<file path="src/rtl/slc_cfg_pkg.sv">
// Shared types and constants for the super-logic-cell configuration loader.
// Holds the loader state encoding and the bit layout of the 24-bit per-cell word.
package slc_cfg_pkg;

   typedef enum logic [2:0] {
      StIdle,
      StLoad,
      StCheck,
      StCommit,
      StError
   } state_e;

   localparam logic [7:0] HDR = 8'hA5;

   localparam int unsigned LUT_LSB      = 0;
   localparam int unsigned MODE_BIT     = 16;
   localparam int unsigned QDI_LSB      = 17;
   localparam int unsigned BQZ_BIT      = 19;
   localparam int unsigned CQZ_BIT      = 20;
   localparam int unsigned BYTES_PER_LC = 3;

endpackage

</file>
<file path="src/rtl/slc_config_loader_if.sv">
// Byte-serial configuration stream: valid/ready handshake plus an abort strobe.
// The master drives bytes toward the loader, which is the slave.
interface slc_config_loader_if;
   logic [7:0] cfg_data;
   logic       cfg_valid;
   logic       cfg_ready;
   logic       cfg_abort;

   modport master (
      output cfg_data,
      output cfg_valid,
      output cfg_abort,
      input  cfg_ready
   );

   modport slave (
      input  cfg_data,
      input  cfg_valid,
      input  cfg_abort,
      output cfg_ready
   );
endinterface

</file>
<file path="src/rtl/slc_cfg_unpack.sv">
// Combinational split of the packed active configuration into per-field buses.
// Cell k owns word bits [24k+23:24k]; bits [23:21] of each word are reserved.
module slc_cfg_unpack
   import slc_cfg_pkg::*;
#(
   parameter int unsigned NUM_LC = 8,
   parameter int unsigned LUT_W  = 16
) (
   input  logic [8*BYTES_PER_LC*NUM_LC-1:0] active,
   output logic [NUM_LC*LUT_W-1:0]          lut_init,
   output logic [NUM_LC-1:0]                lc_mode,
   output logic [2*NUM_LC-1:0]              lc_qdi_mux,
   output logic [NUM_LC-1:0]                lc_bqz_mux,
   output logic [NUM_LC-1:0]                lc_cqz_mux
);

   localparam int unsigned WordW = 8 * BYTES_PER_LC;

   logic [NUM_LC-1:0] unused_rsvd;

   for (genvar k = 0; k < NUM_LC; k++) begin : g_cell
      assign lut_init[k*LUT_W +: LUT_W] = active[k*WordW + LUT_LSB +: LUT_W];
      assign lc_mode[k]                 = active[k*WordW + MODE_BIT];
      assign lc_qdi_mux[2*k +: 2]       = active[k*WordW + QDI_LSB +: 2];
      assign lc_bqz_mux[k]              = active[k*WordW + BQZ_BIT];
      assign lc_cqz_mux[k]              = active[k*WordW + CQZ_BIT];
      assign unused_rsvd[k]             = ^active[k*WordW + CQZ_BIT + 1 +: WordW - CQZ_BIT - 1];
   end

endmodule

</file>
<file path="src/rtl/slc_config_loader.sv">
// Loads a checksummed byte-serial frame into a shadow buffer and commits it atomically,
// so the logic cells only ever see a fully verified configuration.
module slc_config_loader #(
   parameter int unsigned NUM_LC = 8,
   parameter int unsigned LUT_W  = 16,
   parameter logic [7:0]  HDR    = slc_cfg_pkg::HDR
) (
   input  logic                      QCK,
   input  logic                      QRTN,
   slc_config_loader_if.slave        cfg,
   output logic [NUM_LC*LUT_W-1:0]   lut_init,
   output logic [NUM_LC-1:0]         lc_mode,
   output logic [2*NUM_LC-1:0]       lc_qdi_mux,
   output logic [NUM_LC-1:0]         lc_bqz_mux,
   output logic [NUM_LC-1:0]         lc_cqz_mux,
   output logic                      cfg_done,
   output logic                      cfg_err,
   output logic                      cfg_loaded,
   output logic                      cfg_bad
);
   import slc_cfg_pkg::*;

   localparam int unsigned NumBytes = BYTES_PER_LC * NUM_LC;
   localparam int unsigned CntW     = $clog2(NumBytes);
   localparam int unsigned VecW     = 8 * NumBytes;

   state_e            state_q, state_d;
   logic [CntW-1:0]   cnt_q, cnt_d;
   logic [7:0]        csum_q, csum_d;
   logic [VecW-1:0]   shadow_q;
   logic [VecW-1:0]   active_q;
   logic              loaded_q, bad_q;
   logic              shadow_we;
   logic              ready;
   logic              xfer;

   assign ready = QRTN && (state_q == StIdle || state_q == StLoad || state_q == StCheck);
   assign xfer  = cfg.cfg_valid && ready;

   always_comb begin
      state_d   = state_q;
      cnt_d     = cnt_q;
      csum_d    = csum_q;
      shadow_we = 1'b0;
      case (state_q)
         StIdle: begin
            if (xfer && cfg.cfg_data == HDR) begin
               state_d = StLoad;
               cnt_d   = '0;
               csum_d  = '0;
            end
         end
         StLoad: begin
            if (xfer) begin
               shadow_we = 1'b1;
               csum_d    = csum_q ^ cfg.cfg_data;
               cnt_d     = cnt_q + CntW'(1);
               if (cnt_q == CntW'(NumBytes - 1)) state_d = StCheck;
            end
         end
         StCheck: begin
            if (xfer) state_d = (cfg.cfg_data == csum_q) ? StCommit : StError;
         end
         StCommit: state_d = StIdle;
         StError:  state_d = StIdle;
         default:  state_d = StIdle;
      endcase
      // Abort wins over a same-cycle transfer; a commit already in COMMIT still lands.
      if (cfg.cfg_abort) begin
         state_d   = StIdle;
         cnt_d     = '0;
         csum_d    = '0;
         shadow_we = 1'b0;
      end
   end

   always_ff @(posedge QCK) begin
      if (!QRTN) begin
         state_q  <= StIdle;
         cnt_q    <= '0;
         csum_q   <= '0;
         active_q <= '0;
         loaded_q <= 1'b0;
         bad_q    <= 1'b0;
      end else begin
         state_q <= state_d;
         cnt_q   <= cnt_d;
         csum_q  <= csum_d;
         if (state_q == StCommit) begin
            active_q <= shadow_q;
            loaded_q <= 1'b1;
            bad_q    <= 1'b0;
         end
         if (state_q == StError) bad_q <= 1'b1;
      end
   end

   // Shadow contents are meaningless until a full frame lands, so no reset.
   always_ff @(posedge QCK) begin
      if (shadow_we) shadow_q[{cnt_q, 3'b000} +: 8] <= cfg.cfg_data;
   end

   assign cfg.cfg_ready = ready;
   assign cfg_done      = QRTN && (state_q == StCommit);
   assign cfg_err       = QRTN && (state_q == StError);
   assign cfg_loaded    = loaded_q;
   assign cfg_bad       = bad_q;

   slc_cfg_unpack #(
      .NUM_LC (NUM_LC),
      .LUT_W  (LUT_W)
   ) u_unpack (
      .active     (active_q),
      .lut_init   (lut_init),
      .lc_mode    (lc_mode),
      .lc_qdi_mux (lc_qdi_mux),
      .lc_bqz_mux (lc_bqz_mux),
      .lc_cqz_mux (lc_cqz_mux)
   );

endmodule
</file>
<file path="src/flat_wrapper.sv">
// flat-port wrapper written by rule: the top's interface ports become plain ports
module slc_config_loader_flat import slc_cfg_pkg::*;
#(
   parameter int unsigned NUM_LC = 8,
   parameter int unsigned LUT_W  = 16,
   parameter logic [7:0]  HDR    = slc_cfg_pkg::HDR
)
  (QCK, QRTN, lut_init, lc_mode, lc_qdi_mux, lc_bqz_mux, lc_cqz_mux, cfg_done, cfg_err, cfg_loaded, cfg_bad, cfg_cfg_data, cfg_cfg_valid, cfg_cfg_abort, cfg_cfg_ready);
  slc_config_loader_if cfg_i ();
  input  logic QCK;
  input  logic QRTN;
  output logic [NUM_LC*LUT_W-1:0] lut_init;
  output logic [NUM_LC-1:0] lc_mode;
  output logic [2*NUM_LC-1:0] lc_qdi_mux;
  output logic [NUM_LC-1:0] lc_bqz_mux;
  output logic [NUM_LC-1:0] lc_cqz_mux;
  output logic cfg_done;
  output logic cfg_err;
  output logic cfg_loaded;
  output logic cfg_bad;
  input wire logic [$bits(cfg_i.cfg_data)-1:0] cfg_cfg_data;
  input wire logic [$bits(cfg_i.cfg_valid)-1:0] cfg_cfg_valid;
  input wire logic [$bits(cfg_i.cfg_abort)-1:0] cfg_cfg_abort;
  output wire logic [$bits(cfg_i.cfg_ready)-1:0] cfg_cfg_ready;
  assign cfg_i.cfg_data = cfg_cfg_data;
  assign cfg_i.cfg_valid = cfg_cfg_valid;
  assign cfg_i.cfg_abort = cfg_cfg_abort;
  assign cfg_cfg_ready = cfg_i.cfg_ready;
  slc_config_loader #(.NUM_LC(NUM_LC), .LUT_W(LUT_W), .HDR(HDR)) u_core (.QCK(QCK), .QRTN(QRTN), .cfg(cfg_i), .lut_init(lut_init), .lc_mode(lc_mode), .lc_qdi_mux(lc_qdi_mux), .lc_bqz_mux(lc_bqz_mux), .lc_cqz_mux(lc_cqz_mux), .cfg_done(cfg_done), .cfg_err(cfg_err), .cfg_loaded(cfg_loaded), .cfg_bad(cfg_bad));
endmodule
</file>
<file path="config.mk">
export PLATFORM = sky130hd
export DESIGN_NAME = slc_config_loader_flat
export DESIGN_NICKNAME = d
export VERILOG_FILES = /design/src/rtl/slc_cfg_pkg.sv /design/src/rtl/slc_config_loader_if.sv /design/src/rtl/slc_cfg_unpack.sv /design/src/rtl/slc_config_loader.sv /design/src/flat_wrapper.sv
export SDC_FILE = /design/constraint.sdc
export NUM_CORES = 1
export LEC_CHECK = 0
export ABC_AREA = 1
export CAP_MARGIN = 5
export CORE_MARGIN = 4
export CORE_UTILIZATION = 57
export DETAILED_ROUTE_END_ITERATION = 10
export PLACE_DENSITY = 0.83
export SLEW_MARGIN = 40
export SYNTH_ARGS = -nofsm -noshare
export SYNTH_HDL_FRONTEND = slang
export SYNTH_SLANG_ARGS = --single-unit
</file>
<file path="constraint.sdc">
create_clock -name QCK -period 7.1 [get_ports QCK]
set_clock_uncertainty 0.1 [all_clocks]
set_input_delay 1.42 -clock QCK [delete_from_list [all_inputs] [get_ports QCK]]
set_output_delay 1.42 -clock QCK [all_outputs]
set_load 0.005 [all_outputs]
</file>
==> flow_summary.toml <==
[worst_hold_path]
hold_class = "flop to flop"

[clocking]
post_cts.repair.setup_buffers = 0
clockRootBuffer = "clkbuf_16"
clkSlewWorstSetupHoldPaths_ps = 70
cts_tree = "yes"
ctsResizeCount = 0
clkLatencyLatePin_ps = 510
ctsHoldBuffers = 0
htree_levels = 2
clock_sinks = 354
cts_buffers = 34
cts.path.max_buffers = 3

[setup_path]
required_ps = 5580
critical_path.max_stage_delay_ps = 550
cp.arrival_ps = 3040
crit_chain = "buf_4 -> inv_1 -> nor2_4 -> clkdlybuf4s50_1"
critPathKind = "primary input to output pin"
cp-end-kind = "output pin"
worstPathMaxFanout = 60
worst_setup_path_start_kind = "primary input"
critPathSlowestCell = "clkdlybuf4s50_1"

[synthesis]
yosysTopAreaCell = "edfxtp_1"
synth.top_cell.area_share_pct = 37.3
syn_area_per_cell_um2 = 9.34
syn-cell-area_mm2 = 0.0135
ys_types = 31
yosysSeqAreaShare_pct = 64.9
yosys_register_bits = 354
ys.flop_type = "dfxtp_1"
synth-edff-count = 168
synthArstFlopShare_pct = 0
syn_nets = 1463
synth_cells = 1447
ys_top_cells_by_area = "edfxtp_1 (37%), dfxtp_1 (28%), nand2_1 (13%)"
ys_warn_count = 0

[power]
p_int_mw = 3.25
swShare_pct = 19.7
combPwrFrac_pct = 1.1
p_seq_share_pct = 52.4
p_leak_nw = 6.27
ir_worst_vdd_uv = 149
p_switching_mw = 0.797
finalPower_mw = 4.04
clockPowerShare_pct = 46.5
power_density_mw_per_mm2 = 244

[floorplan]
dieArea_mm2 = 0.0262
die_h_um = 162
io_pins = 185
rows = 56
initial_core_util_pct = 57.8
die_w_um = 162
core_mm2 = 0.0234

[place]
portBuffers = 184
gp_congestion = 0.918
dp_hpwl_um = 22900

[sta]
finalHoldViolCount = 0
period_needed_ps = 4560
max_freq_ghz = 0.219
rsz0062_at_grt = "no"
drv_slew = 0
slew_headroom_pct = 39.5
tns_ps = 0
timing.final.crit_share_pct = 64.2
setup_viol = 0
tightestPinTransition_ps = 905

[detailed_routing]
ant_nets = 0
routed_wl_um = 34900
dr.pass1.iters = 7
routed-via-count = 10797
drc = 0
wire_per_inst_um = 18.0
drtIter0Drc = 1359
via_per_inst = 5.57

[global_route]
overflow = 0
first_global_vias = 10346
grtUsageTotal_pct = 26.2
grt_antenna_before_repair = 0
grt_pass1_wl_um = 54700
grt_max_degree = 112

[final_layout]
multi_input_area_mm2 = 0.00409
final_core_util_pct = 70.9
final_common_cell = "nand2_1"
fin_nets = 1609
regArea_mm2 = 0.00877
drive_gt1_share_pct = 6.30
layout_common_cells = "nand2_1 (468), nor2_1 (192), nand3_1 (189)"
fill_cells = 1641
area_delta_synth_final_pct = 22.8
n_antenna_cell = 0

[job]
cap_viol_max_count = 0

[status]
status = "finished clean"
## per-stage QoR
stage | hold WS [ps] | instances | setup slack (ps) | cell area (µm²)
3_5_place_dp | 319 | 1876 | 2520 | 15400
2_1_floorplan | 312 | 1447 | 3590 | 13500
3_3_place_gp | 314 | 1876 | 2570 | 15400
5_1_grt | 355 | 1938 | 2410 | 16600
6_report | 335 | 1938 | 2540 | 16600
4_1_cts | 331 | 1938 | 2520 | 16600
## registers in the layout, indices dropped and copies added (netlist names)
name,flops
u_core.cfg_loaded,1
u_core.cnt_q,5
u_core.active_q,168
u_core.csum_q,8
u_core.state_q,3
u_core.cfg_bad,1
u_core.shadow_q,168
## power groups by stage
| stage | clock [mW] | combinational, mW | sequential, mW |
|---|---|---|---|
| CTS | 1.89 | 0.0439 | 2.12 |
| global route | 1.98 | 0.0481 | 2.12 |
| floorplan | 0 | 0.0252 | 2.16 |
| global placement | 0 | 0.0429 | 2.16 |
| detailed placement | 0 | 0.0438 | 2.16 |
| finish | 1.88 | 0.0451 | 2.12 |
## Yosys cell counts, types with 4 or more instances
library cell / number
edfxtp_1: 168
buf_1: 17
buf_6: 7
a21oi_1: 7
nand2_1: 468
clkbuf_1: 20
nor2_1: 194
nand2_2: 6
ha_1: 4
nor3_1: 51
buf_2: 21
inv_2: 8
dfxtp_1: 186
nand3_1: 189
inv_1: 62
nor2_4: 4
buf_4: 15
## metal layers
metal	share of wire, %	global-route usage [%]	up-vias
li1	-	-	4993
met2	48	43.2	592
met3	9.0	5.00	156
met4	5.4	13.1	0
met5	0	0	-
met1	37	33.4	5056
## critical path, delay by kind of cell
kind / cells / cell delay, ps
buffers and inverters: 3 / 1320
and+or+nand+nor: 1 / 280
## path summary, 6_finish.rpt
kind / startpoint / end / slack (ps) / cells after the start
hold / removal: u_core.shadow_q[48] / u_core.active_q[48] / 330 / 2
setup / recovery: QRTN / cfg_done / 2540 / 4
hold reg to reg: u_core.shadow_q[48] / u_core.active_q[48] / 330 / 2
setup reg to reg: u_core.cnt_q[0] / u_core.shadow_q[177] / 3370 / 10
## final cells by class
cell class | instances | area share, %
Sequential cell | 354 | 52.8
Multi-Input combinational cell | 941 | 24.6
Timing Repair Buffer | 190 | 11.4
Clock buffer | 45 | 5.88
Tap cell | 319 | 2.40
Inverter | 72 | 1.66
Clock inverter | 17 | 1.20
## logic make-up after synthesis
| family | synth area share [%] |
|---|---|
| AOI/OAI and AO/OA | 0.416 |
| xor gates and xnor gates | 0.268 |
| adders and majority gates | 0.370 |
| buffers and inverters | 5.24 |
| DFF | 64.9 |
| and+or+nand+nor | 28.8 |
Note: power is estimated with default switching activity, not from simulation.
